**config.mk**
```make
export PLATFORM = sky130hd
export DESIGN_NAME = trd_sched
export DESIGN_NICKNAME = d
export VERILOG_FILES = /design/src/rtl/trd_sched.sv
export SDC_FILE = /design/constraint.sdc
export NUM_CORES = 1
export LEC_CHECK = 0
export ABC_AREA = 1
export BUFFER_PORTS_ARGS = -buffer_cell sky130_fd_sc_hd__buf_2
export CELL_PAD_IN_SITES_DETAIL_PLACEMENT = 0
export CELL_PAD_IN_SITES_GLOBAL_PLACEMENT = 1
export CORE_AREA = 3 3 243 221
export CTS_CLUSTER_SIZE = 12
export DETAILED_ROUTE_END_ITERATION = 7
export DIE_AREA = 0 0 246 224
export GPL_ROUTABILITY_DRIVEN = 0
export HOLD_SLACK_MARGIN = 0.05
export PLACE_DENSITY = 0.87
export SLEW_MARGIN = 40
export SYNTH_ARGS = -nofsm -noshare
export SYNTH_HDL_FRONTEND = slang
export SYNTH_SLANG_ARGS = --single-unit
```
**constraint.sdc**
```tcl
create_clock -name clk_i -period 6.9 [get_ports clk_i]
set_clock_uncertainty 0.2 [all_clocks]
set_input_delay 0 -clock clk_i [delete_from_list [all_inputs] [get_ports clk_i]]
set_output_delay 0 -clock clk_i [all_outputs]
set_load 0.03 [all_outputs]
```
**src/rtl/trd_sched.sv**
```systemverilog
// trd_sched: thread scheduler and lifecycle controller for NUM_TRD hardware threads.
//
// Tracks per-thread valid/run/join state, parentage and PC, and round-robins the
// fetch pointer over running threads.
//
// Ports:
//   clk_i, rst_ni          clock, asynchronous active-low reset
//   stall_i                freeze all state; pulse outputs deassert
//   atomic_i               hold cur_trd_o while it is still running
//   init_trd_i, kill_i,
//   slp_i, wake_i, join_i  lifecycle commands (two or more at once -> sticky error_o)
//   act_trd_i, obj_trd_i   issuing thread / target thread of kill, slp, wake
//   init_pc_i              start PC of a newly allocated thread
//   pc_wr_i, nxt_pc_i      per-thread PC write enable and lane-packed new PCs
//   cur_trd_o, nxt_trd_o   fetching thread / next running thread after it
//   cur_pc_o               PC of cur_trd_o
//   new_trd_o              last allocated thread
//   valid_trd_o, run_trd_o allocated / allocated and awake
//   parent_trd_o           lane-packed parent of each thread
//   trd_full_o, idle_o     all allocated / nothing running
//   trd_of_o, invalid_op_o one-cycle pulses after a rejected command
//   error_o                sticky conflicting-command flag
module trd_sched #(
    parameter int unsigned NUM_TRD = 8,
    parameter int unsigned PC_W = 32,
    parameter logic [PC_W-1:0] START_PC = '0,
    localparam int unsigned TRD_W = $clog2(NUM_TRD)
) (
    input  logic                    clk_i,
    input  logic                    rst_ni,
    input  logic                    stall_i,
    input  logic                    atomic_i,
    input  logic                    init_trd_i,
    input  logic                    kill_i,
    input  logic                    slp_i,
    input  logic                    wake_i,
    input  logic                    join_i,
    input  logic [TRD_W-1:0]        act_trd_i,
    input  logic [TRD_W-1:0]        obj_trd_i,
    input  logic [PC_W-1:0]         init_pc_i,
    input  logic [NUM_TRD-1:0]      pc_wr_i,
    input  logic [NUM_TRD*PC_W-1:0] nxt_pc_i,
    output logic [TRD_W-1:0]        cur_trd_o,
    output logic [TRD_W-1:0]        nxt_trd_o,
    output logic [PC_W-1:0]         cur_pc_o,
    output logic [TRD_W-1:0]        new_trd_o,
    output logic [NUM_TRD-1:0]      valid_trd_o,
    output logic [NUM_TRD-1:0]      run_trd_o,
    output logic [NUM_TRD*TRD_W-1:0] parent_trd_o,
    output logic                    trd_full_o,
    output logic                    idle_o,
    output logic                    trd_of_o,
    output logic                    invalid_op_o,
    output logic                    error_o
);

    logic [NUM_TRD-1:0] valid_q, valid_d, run_q, run_d, join_q, join_d;
    logic [TRD_W-1:0]   parent_q [NUM_TRD];
    logic [TRD_W-1:0]   parent_d [NUM_TRD];
    logic [PC_W-1:0]    pc_q [NUM_TRD];
    logic [PC_W-1:0]    pc_d [NUM_TRD];
    logic [TRD_W-1:0]   cur_q, cur_d, new_q, new_d;
    logic               of_q, of_d, inv_q, inv_d, err_q, err_d;

    logic [2:0]         n_cmd;
    logic               act_ok, obj_ok;
    logic [NUM_TRD-1:0] has_child;
    logic [TRD_W-1:0]   free_idx;
    logic [TRD_W-1:0]   nxt_trd;
    logic [TRD_W-1:0]   scan_idx;
    logic               found;

    assign n_cmd = 3'(init_trd_i) + 3'(kill_i) + 3'(slp_i) + 3'(wake_i) + 3'(join_i);

    // A thread may act on itself or on its direct children, and only while allocated.
    assign act_ok = valid_q[act_trd_i];
    assign obj_ok = act_ok && ((obj_trd_i == act_trd_i) || (parent_q[obj_trd_i] == act_trd_i));

    // has_child[p]: some other allocated thread names p as parent. Thread 0 is its
    // own parent, hence the i != p exclusion.
    always_comb begin
        has_child = '0;
        for (int i = 0; i < int'(NUM_TRD); i++) begin
            for (int p = 0; p < int'(NUM_TRD); p++) begin
                if (valid_q[i] && (i != p) && (parent_q[i] == TRD_W'(p))) begin
                    has_child[p] = 1'b1;
                end
            end
        end
    end

    // Lowest-index free slot; only meaningful when not full.
    always_comb begin
        free_idx = '0;
        for (int i = int'(NUM_TRD) - 1; i >= 0; i--) begin
            if (!valid_q[i]) begin
                free_idx = TRD_W'(i);
            end
        end
    end

    // Round-robin scan starting after cur_q; power-of-two count makes the add wrap.
    always_comb begin
        nxt_trd  = cur_q;
        found    = 1'b0;
        scan_idx = '0;
        for (int k = 1; k < int'(NUM_TRD); k++) begin
            scan_idx = cur_q + TRD_W'(k);
            if (!found && run_q[scan_idx]) begin
                nxt_trd = scan_idx;
                found   = 1'b1;
            end
        end
    end

    always_comb begin
        valid_d  = valid_q;
        run_d    = run_q;
        join_d   = join_q;
        parent_d = parent_q;
        pc_d     = pc_q;
        new_d    = new_q;
        cur_d    = cur_q;
        err_d    = err_q;
        of_d     = 1'b0;
        inv_d    = 1'b0;

        // Auto-wake joined threads whose last child is gone in the registered state;
        // a command this cycle on the same thread is applied afterwards and wins.
        for (int i = 0; i < int'(NUM_TRD); i++) begin
            if (join_q[i] && !has_child[i]) begin
                run_d[i]  = 1'b1;
                join_d[i] = 1'b0;
            end
        end

        for (int i = 0; i < int'(NUM_TRD); i++) begin
            if (pc_wr_i[i]) begin
                pc_d[i] = nxt_pc_i[i*PC_W +: PC_W];
            end
        end

        if (n_cmd > 3'd1) begin
            err_d = 1'b1;
        end else if (init_trd_i) begin
            if (!act_ok) begin
                inv_d = 1'b1;
            end else if (&valid_q) begin
                of_d = 1'b1;
            end else begin
                valid_d[free_idx]  = 1'b1;
                run_d[free_idx]    = 1'b1;
                join_d[free_idx]   = 1'b0;
                parent_d[free_idx] = act_trd_i;
                pc_d[free_idx]     = init_pc_i;
                new_d              = free_idx;
            end
        end else if (kill_i) begin
            if (!obj_ok || (obj_trd_i == '0) || !valid_q[obj_trd_i]) begin
                inv_d = 1'b1;
            end else begin
                valid_d[obj_trd_i] = 1'b0;
                run_d[obj_trd_i]   = 1'b0;
                join_d[obj_trd_i]  = 1'b0;
                // Orphans move up to the grandparent.
                for (int i = 0; i < int'(NUM_TRD); i++) begin
                    if (parent_q[i] == obj_trd_i) begin
                        parent_d[i] = parent_q[obj_trd_i];
                    end
                end
            end
        end else if (slp_i) begin
            if (!obj_ok) begin
                inv_d = 1'b1;
            end else begin
                run_d[obj_trd_i] = 1'b0;
            end
        end else if (wake_i) begin
            if (!obj_ok || !valid_q[obj_trd_i]) begin
                inv_d = 1'b1;
            end else begin
                run_d[obj_trd_i]  = 1'b1;
                join_d[obj_trd_i] = 1'b0;
            end
        end else if (join_i) begin
            if (!act_ok) begin
                inv_d = 1'b1;
            end else if (has_child[act_trd_i]) begin
                run_d[act_trd_i]  = 1'b0;
                join_d[act_trd_i] = 1'b1;
            end
        end

        // Pointer uses pre-update run state; atomic cannot pin a non-running thread.
        if (!(atomic_i && run_q[cur_q])) begin
            cur_d = nxt_trd;
        end
    end

    always_ff @(posedge clk_i or negedge rst_ni) begin
        if (!rst_ni) begin
            valid_q <= NUM_TRD'(1);
            run_q   <= NUM_TRD'(1);
            join_q  <= '0;
            for (int i = 0; i < int'(NUM_TRD); i++) begin
                parent_q[i] <= '0;
                pc_q[i]     <= (i == 0) ? START_PC : '0;
            end
            cur_q <= '0;
            new_q <= '0;
            of_q  <= 1'b0;
            inv_q <= 1'b0;
            err_q <= 1'b0;
        end else if (stall_i) begin
            of_q  <= 1'b0;
            inv_q <= 1'b0;
        end else begin
            valid_q  <= valid_d;
            run_q    <= run_d;
            join_q   <= join_d;
            parent_q <= parent_d;
            pc_q     <= pc_d;
            cur_q    <= cur_d;
            new_q    <= new_d;
            of_q     <= of_d;
            inv_q    <= inv_d;
            err_q    <= err_d;
        end
    end

    always_comb begin
        for (int i = 0; i < int'(NUM_TRD); i++) begin
            parent_trd_o[i*TRD_W +: TRD_W] = parent_q[i];
        end
    end

    assign cur_trd_o    = cur_q;
    assign nxt_trd_o    = nxt_trd;
    assign cur_pc_o     = pc_q[cur_q];
    assign new_trd_o    = new_q;
    assign valid_trd_o  = valid_q;
    assign run_trd_o    = run_q;
    assign trd_full_o   = &valid_q;
    assign idle_o       = ~|run_q;
    assign trd_of_o     = of_q;
    assign invalid_op_o = inv_q;
    assign error_o      = err_q;

endmodule
```
==> results of run 1 <==
-- worst max path at each step --
stage	cells after the start	endpoint	slack, ps	start
2_1_floorplan	17	nxt_trd_o[2]	3060	cur_trd_o[0]
3_3_place_gp	14	nxt_trd_o[2]	2970	cur_trd_o[0]
3_5_place_dp	16	parent_trd_o[17]	3080	init_trd_i
4_1_cts	14	nxt_trd_o[2]	2540	cur_trd_o[0]
5_1_grt	14	nxt_trd_o[2]	2110	cur_trd_o[0]
6_report	14	nxt_trd_o[2]	2530	cur_trd_o[0]
-- layout make-up --
cell class	instances	area (µm²)
Antenna cell	4	10.0
Clock buffer	59	1180
Clock inverter	10	118
Fill cell	4825	20400
Inverter	437	1660
Multi-Input combinational cell	2345	11600
Sequential cell	313	7840
Tap cell	688	861
Timing Repair Buffer	964	7820
-- repair_timing --
item,CTS,global route
hold buffers,536,0
buffers inserted,0,0
endpoints found under the hold margin,612,0
-- metal layers --
layer	up-vias	track usage	share of wire
li1	12700	-	-
met1	12900	0.469	0.41
met2	1565	0.543	0.45
met3	298	0.0573	0.094
met4	2	0.162	0.047
met5	-	0	0.000092
-- where the power goes --
group	switching, µW	internal (µW)	leakage [µW]
Combinational	2940	1330	0.00950
Clock	871	1260	0.000641
Sequential	318	2120	0.00389
-- cells by family (layout without fill, tap and decap cells) --
logic type / count (synthesis) / in the layout / synth area share
AO/OA/AOI/OAI: 1434 / 1434 / 0.343
AND/OR/NAND/NOR: 893 / 893 / 0.172
buffers and inverters: 670 / 1470 / 0.122
flip-flops: 313 / 313 / 0.355
XOR/XNOR: 13 / 13 / 0.00516
adder cells (fa/ha/maj): 5 / 5 / 0.00318
other: 0 / 4 / 0
-- sequential cells by signal (all words and copies together) (netlist names), 3 cells and up --
name and count:
cur_trd_o 3, join_q 8, new_trd_o 3, run_trd_o 8, pc_q 256, parent_trd_o 24, valid_trd_o 8
-- layout by cell type (no fill, tap or decap), types with 5 or more instances in the layout --
cell | synthesis | routed
a21oi_1 | 346 | 346
a22oi_1 | 7 | 7
a31oi_1 | 8 | 8
buf_12 | 0 | 9
buf_2 | 33 | 394
buf_4 | 29 | 13
buf_6 | 2 | 7
clkbuf_1 | 161 | 8
clkbuf_16 | 0 | 40
clkbuf_8 | 0 | 11
clkinv_2 | 0 | 5
dfrtp_1 | 311 | 310
dlygate4sd3_1 | 0 | 535
inv_1 | 417 | 415
inv_2 | 16 | 16
nand2_1 | 604 | 602
nand2_2 | 7 | 7
nand3_1 | 87 | 87
nand4_1 | 19 | 19
nor2_1 | 129 | 127
nor2_2 | 5 | 5
nor2_4 | 6 | 8
nor2_8 | 8 | 8
nor3_1 | 21 | 21
o2111ai_1 | 32 | 32
o211ai_1 | 46 | 46
o211ai_2 | 5 | 5
o21ai_0 | 481 | 479
o21ai_1 | 480 | 482
o21bai_1 | 5 | 5
o22ai_1 | 8 | 8
xnor2_1 | 10 | 10
-- worst max-delay path: cells and delay by family (launching register included) --
kind            cells  cell delay [ps]
compound gates      2              390
fa+ha+maj           1              580
buf+inv             4              830
flops               1              830
simple gates        7              940
-- through the flow --
| stage | hold slack [ps] | instances | setup WS (ps) | power (µW) | util |
|---|---|---|---|---|---|
| final | 274 | 4820 | 2530 | 8830 | 0.603 |
| after global routing | 306 | 4818 | 2110 | 9290 | 0.603 |
| after CTS | 250 | 4814 | 2540 | 8750 | 0.602 |
| after detailed placement | -192 | 4209 | 3080 | 6310 | 0.472 |
| after global placement | -197 | 4200 | 2970 | 6290 | 0.468 |
| after floorplan | -496 | 3328 | 3060 | 4980 | - |
==> reports/results.ini, run 1 <==
[final_layout]
stdcell_area_um2=31100
drive_gt1_frac=0.135
area_delta_synth_final_pct=40.8
final_net_count=4416

[sta]
fin_crit_ps=4370
max_freq_mhz=229
finalSetupTns_ps=0
setup_viol=0
tightestPinTransition_ps=883
final-hold-violation-count=0
timing.final.crit_share=0.633
rsz0062_at_grt=no
slew_violations=0
max_slew_margin=0.411

[floorplanning]
start_util=0.428
dieArea_um2=55100
io_pins=397
core_um2=51500
placementRows=79
dieWidth_um=246
die_y_um=224

[setup_path]
end_kind=primary output
cp_slowest_cell=dfrtp_4
reg2reg_from=valid_trd_o[0]
critPathKind=reg2out
crit_path_frequent_cell=nand2_1
critPathLaunchType=flop
reg2regPathDepth=15
critPathRequiredTime_ps=6700
reg2reg_to=pc_q[15]
regToRegSetupSlack_ps=2780
cp_slowest_stage_delay_ps=830
crit_fanout=59
worstPathArrival_ps=4170
cp_cell_sequence=inv_4 -> ha_1 -> inv_1 -> o21a_1 -> nand2_1 -> nand2_2 -> nor2_4 -> nand2_1 -> nor4_2 -> nand2_1 -> nand2_1 -> inv_1 -> a21boi_0 -> buf_2

[hold_path]
whs_path_depth=1
hold_end=error_o
hp-start=error_o
hp-class=reg2reg

[synth]
yosysWarnings=0
async_flop_share=1.00
synthTopCellsByCount=nand2_1 (604), o21ai_0 (481), o21ai_1 (480)
netlist_area_um2=22100
post_synth.cell_area_avg_um2=6.63
yosysMostFrequentCell=nand2_1
synth-edff-count=0
ys_types=50
synth_top_cell_by_area=dfrtp_1
synth.area.top_cells=dfrtp_1 (35%), o21ai_0 (11%), o21ai_1 (11%)
yosysTopAreaCellShare=0.353
synth-seq-cells=313
synthFlopType=dfrtp_1
synth_seq_area_share=0.355
postSynthCellCount=3328
synth_nets=3644

[pwr]
p_leak_uw=0.0140
p_per_area_nw_per_um2=284
ir_drop_mv=0.426

[grt]
grt_pass1_wl_um=150000
antenna_found_initial=5
grt_use_total=0.347
grt_pass1_vias=26600
grt-ovfl-total=0
grt_max_degree=172

[placement]
numPortBuffers=396
place.detailed.hpwl_um=60400
post_dp_cell_area_um2=24300

[routing]
first_iter_violations=3095
drtPass1Iterations=5
drc=0
avgRoutedWirePerCell_um=20.3
viasPerCell=5.72
ant_nets=0
wirelength_um=98000
vias=27500

[cts]
clock_latency_ps=570
cts_tree=built
clockBufferDepth=3
numCtsBuffers=39
clkTransAtPathRegs_ps=60
clock_sinks=313
cts_resized=0
cts-htree-levels=2
root_buffer=clkbuf_16

[status]
status=complete, no violations

[run]
max_cap_violations=0

No activity file was read; power rests on OpenSTA's default activity.
==> run 2: changes to the inputs <==
- CORE_AREA: 3 3 243 221 -> 3 3 265 241
- DIE_AREA: 0 0 246 224 -> 0 0 268 244
- PLACE_DENSITY: 0.87 -> 0.78
- clock period: 6.9 -> 3.53 ns (I/O delays scaled with it)
==> run 2 against run 1 <==
Register-to-register slack worse by 2600 ps. Via count increased by 4.5%. Non-clock buffer count rose by 277. First-iteration DRC count shrank 4.5%. Sequential share of layout area fell by 2.3 points. Die area rose by 19%. Cell count is 7.8% higher. Critical path depth unchanged. Global-route usage shrank 3.7 points. Largest power group unchanged.
==> reports/results.ini, run 2 (synthesis gave the netlist of run 1 again) <==
[status]
status=complete, no violations  ; unchanged

[setup_path]
critPathLaunchType=input port  ; was flop
cp_slowest_cell=dlygate4sd3_1  ; was dfrtp_4
critPathKind=in2reg  ; was reg2out
cp_slowest_stage_delay_ps=550  ; was 830 ps
cp_cell_sequence=dlygate4sd3_1 -> buf_2 -> fa_1 -> ha_1 -> nand2_1 -> nand3_2 -> nor2_4 -> inv_6 -> nor2_8 -> clkbuf_16 -> a21oi_1 -> o21ai_1 -> dlygate4sd3_1 -> o21ai_1  ; was inv_4 -> ha_1 -> inv_1 -> o21a_1 -> nand2_1 -> nand2_2 -> nor2_4 -> nand2_1 -> nor4_2 -> nand2_1 -> nand2_1 -> inv_1 -> a21boi_0 -> buf_2
crit_fanout=17  ; was 59
worstPathArrival_ps=3590  ; was 4170 ps
critPathRequiredTime_ps=3750  ; was 6700 ps
end_kind=flop  ; was primary output

[sta]
tightestPinTransition_ps=873  ; was 883 ps
max_freq_mhz=297
setup_viol=0  ; unchanged
fin_crit_ps=3370
slew_violations=0  ; unchanged
max_slew_margin=0.418  ; was 0.411
timing.final.crit_share=0.954
final-hold-violation-count=0  ; unchanged
finalSetupTns_ps=0  ; unchanged

[routing]
vias=28800  ; was 27500
drc=0  ; unchanged
ant_nets=0  ; unchanged
maxUsedRoutingLayer=met5  ; unchanged
wl_met1_um=45700  ; was 40500 µm
avgRoutedWirePerCell_um=20.7  ; was 20.3 µm
first_iter_violations=2955  ; was 3095
wl_met2_um=48600  ; was 43700 µm
dr_wl_met3_um=9260  ; was 9240 µm
drtPass1Iterations=6  ; was 5
wirelength_um=108000  ; was 98000 µm
viasPerCell=5.54  ; was 5.72

[floorplanning]
start_util=0.360  ; was 0.428
placementRows=86  ; was 79
dieWidth_um=268  ; was 246 µm
io_pins=397  ; unchanged
die_y_um=244  ; was 224 µm
dieArea_um2=65400  ; was 55100 µm²
core_um2=61200  ; was 51500 µm²

[pwr]
p_per_area_nw_per_um2=533  ; was 284 nW/µm²
power.total_uw=18200  ; was 8830 µW
p_leak_uw=0.0154  ; was 0.0140 µW
ir_drop_mv=0.833  ; was 0.426 mV

[final_layout]
fillers=5742  ; was 4825
drive_gt1_frac=0.142  ; was 0.135
final_net_count=4693  ; was 4416
top_register=pc_q  ; unchanged
largest_reg_flops=256  ; unchanged
layout_common_cells=dlygate4sd3_1 (760), nand2_1 (601), o21ai_0 (481)  ; was nand2_1 (602), dlygate4sd3_1 (535), o21ai_1 (482)
final_common_cell=dlygate4sd3_1  ; was nand2_1
area_delta_synth_final_pct=54.9  ; was 40.8%
fin_util=0.558  ; was 0.603

[grt]
grt_pass1_wl_um=159000  ; was 150000 µm
grt_max_degree=129  ; was 172
grt-ovfl-total=0  ; unchanged
antenna_found_initial=5  ; unchanged
grt_pass1_vias=27800  ; was 26600
grt_use_total=0.310  ; was 0.347

[cts]
numCtsBuffers=39  ; unchanged
clock_latency_ps=590  ; was 570 ps
root_buffer=clkbuf_16  ; unchanged
cts-htree-levels=2  ; unchanged
cts_tree=built  ; unchanged
clockBufferDepth=3  ; unchanged
clkTransAtPathRegs_ps=60  ; about the same
clock_sinks=313  ; unchanged

[hold_path]
hp-class=in2reg  ; was reg2reg

[run]
max_cap_violations=0  ; unchanged

[placement]
place.detailed.hpwl_um=65100  ; was 60400 µm
numPortBuffers=396  ; unchanged

[run 2: cell type report]
class / instances / area, µm² / share of cell area
Clock inverter: 14 / 229 / 0.00670
Inverter: 437 / 1660 / 0.0484
Clock buffer: 53 / 1140 / 0.0333
Antenna cell: 2 / 5.00 / 0.000146
Sequential cell: 313 / 7840 / 0.230
Timing Repair Buffer: 1241 / 10700 / 0.313
Multi-Input combinational cell: 2345 / 11600 / 0.340
Tap cell: 792 / 991 / 0.0290
[run 2: what timing repair did]
| item | CTS | global route |
|---|---|---|
| cloned | 0 | 7 |
| gates resized for setup | 0 | 23 |
| setup buffers | 1 | 9 |
| pin swaps | 0 | 3 |
| hold buffers | 761 | 0 |
| endpoints found under the hold margin | 615 | 0 |
| endpoints found under the setup margin | 2 | 164 |
[run 2: path summary, 6_finish.rpt]
kind                                start          endpoint  slack, ps  depth (start not counted)
setup / recovery                   kill_i         pc_q[220]        160                         14
hold / removal                 pc_wr_i[6]          pc_q[58]         70                          4
setup reg to reg           valid_trd_o[0]         pc_q[220]        160                         13
hold reg to reg              new_trd_o[2]      new_trd_o[2]        270                          2
max in group asynchronous          rst_ni         pc_q[235]       2050                          5
min in group asynchronous          rst_ni  parent_trd_o[18]        380                          4
[run 2: through the flow]
stage / cells / cell area, µm² / setup WS, ps / hold WS, ps
2_1_floorplan: 3328 / 22100 / 26.5 / -496
3_3_place_gp: 4349 / 24800 / 412 / -64.7
3_5_place_dp: 4350 / 24800 / 429 / -277
4_1_cts: 5179 / 33800 / 26.7 / 51.5
5_1_grt: 5195 / 34200 / -3.26 / 113
6_report: 5197 / 34200 / 161 / 74.4
[run 2: critical path, delay by kind of cell]
kind | cells | cell delay [ps]
buf+inv | 5 | 1810
fa+ha+maj | 2 | 760
simple gates | 4 | 730
compound gates | 3 | 250
[run 2: where the power goes]
group	internal [µW]	switching, µW	total (µW)
logic	3050	6140	9190
clock network	2640	1780	4410
registers	4150	476	4620
[run 2: per-layer routing]
metal  vias to the layer above  global-route usage
li1                      13300                   -
met1                     13700               0.426
met2                      1502               0.488
met3                       259              0.0488
met4                         4               0.123
met5                         -                   0
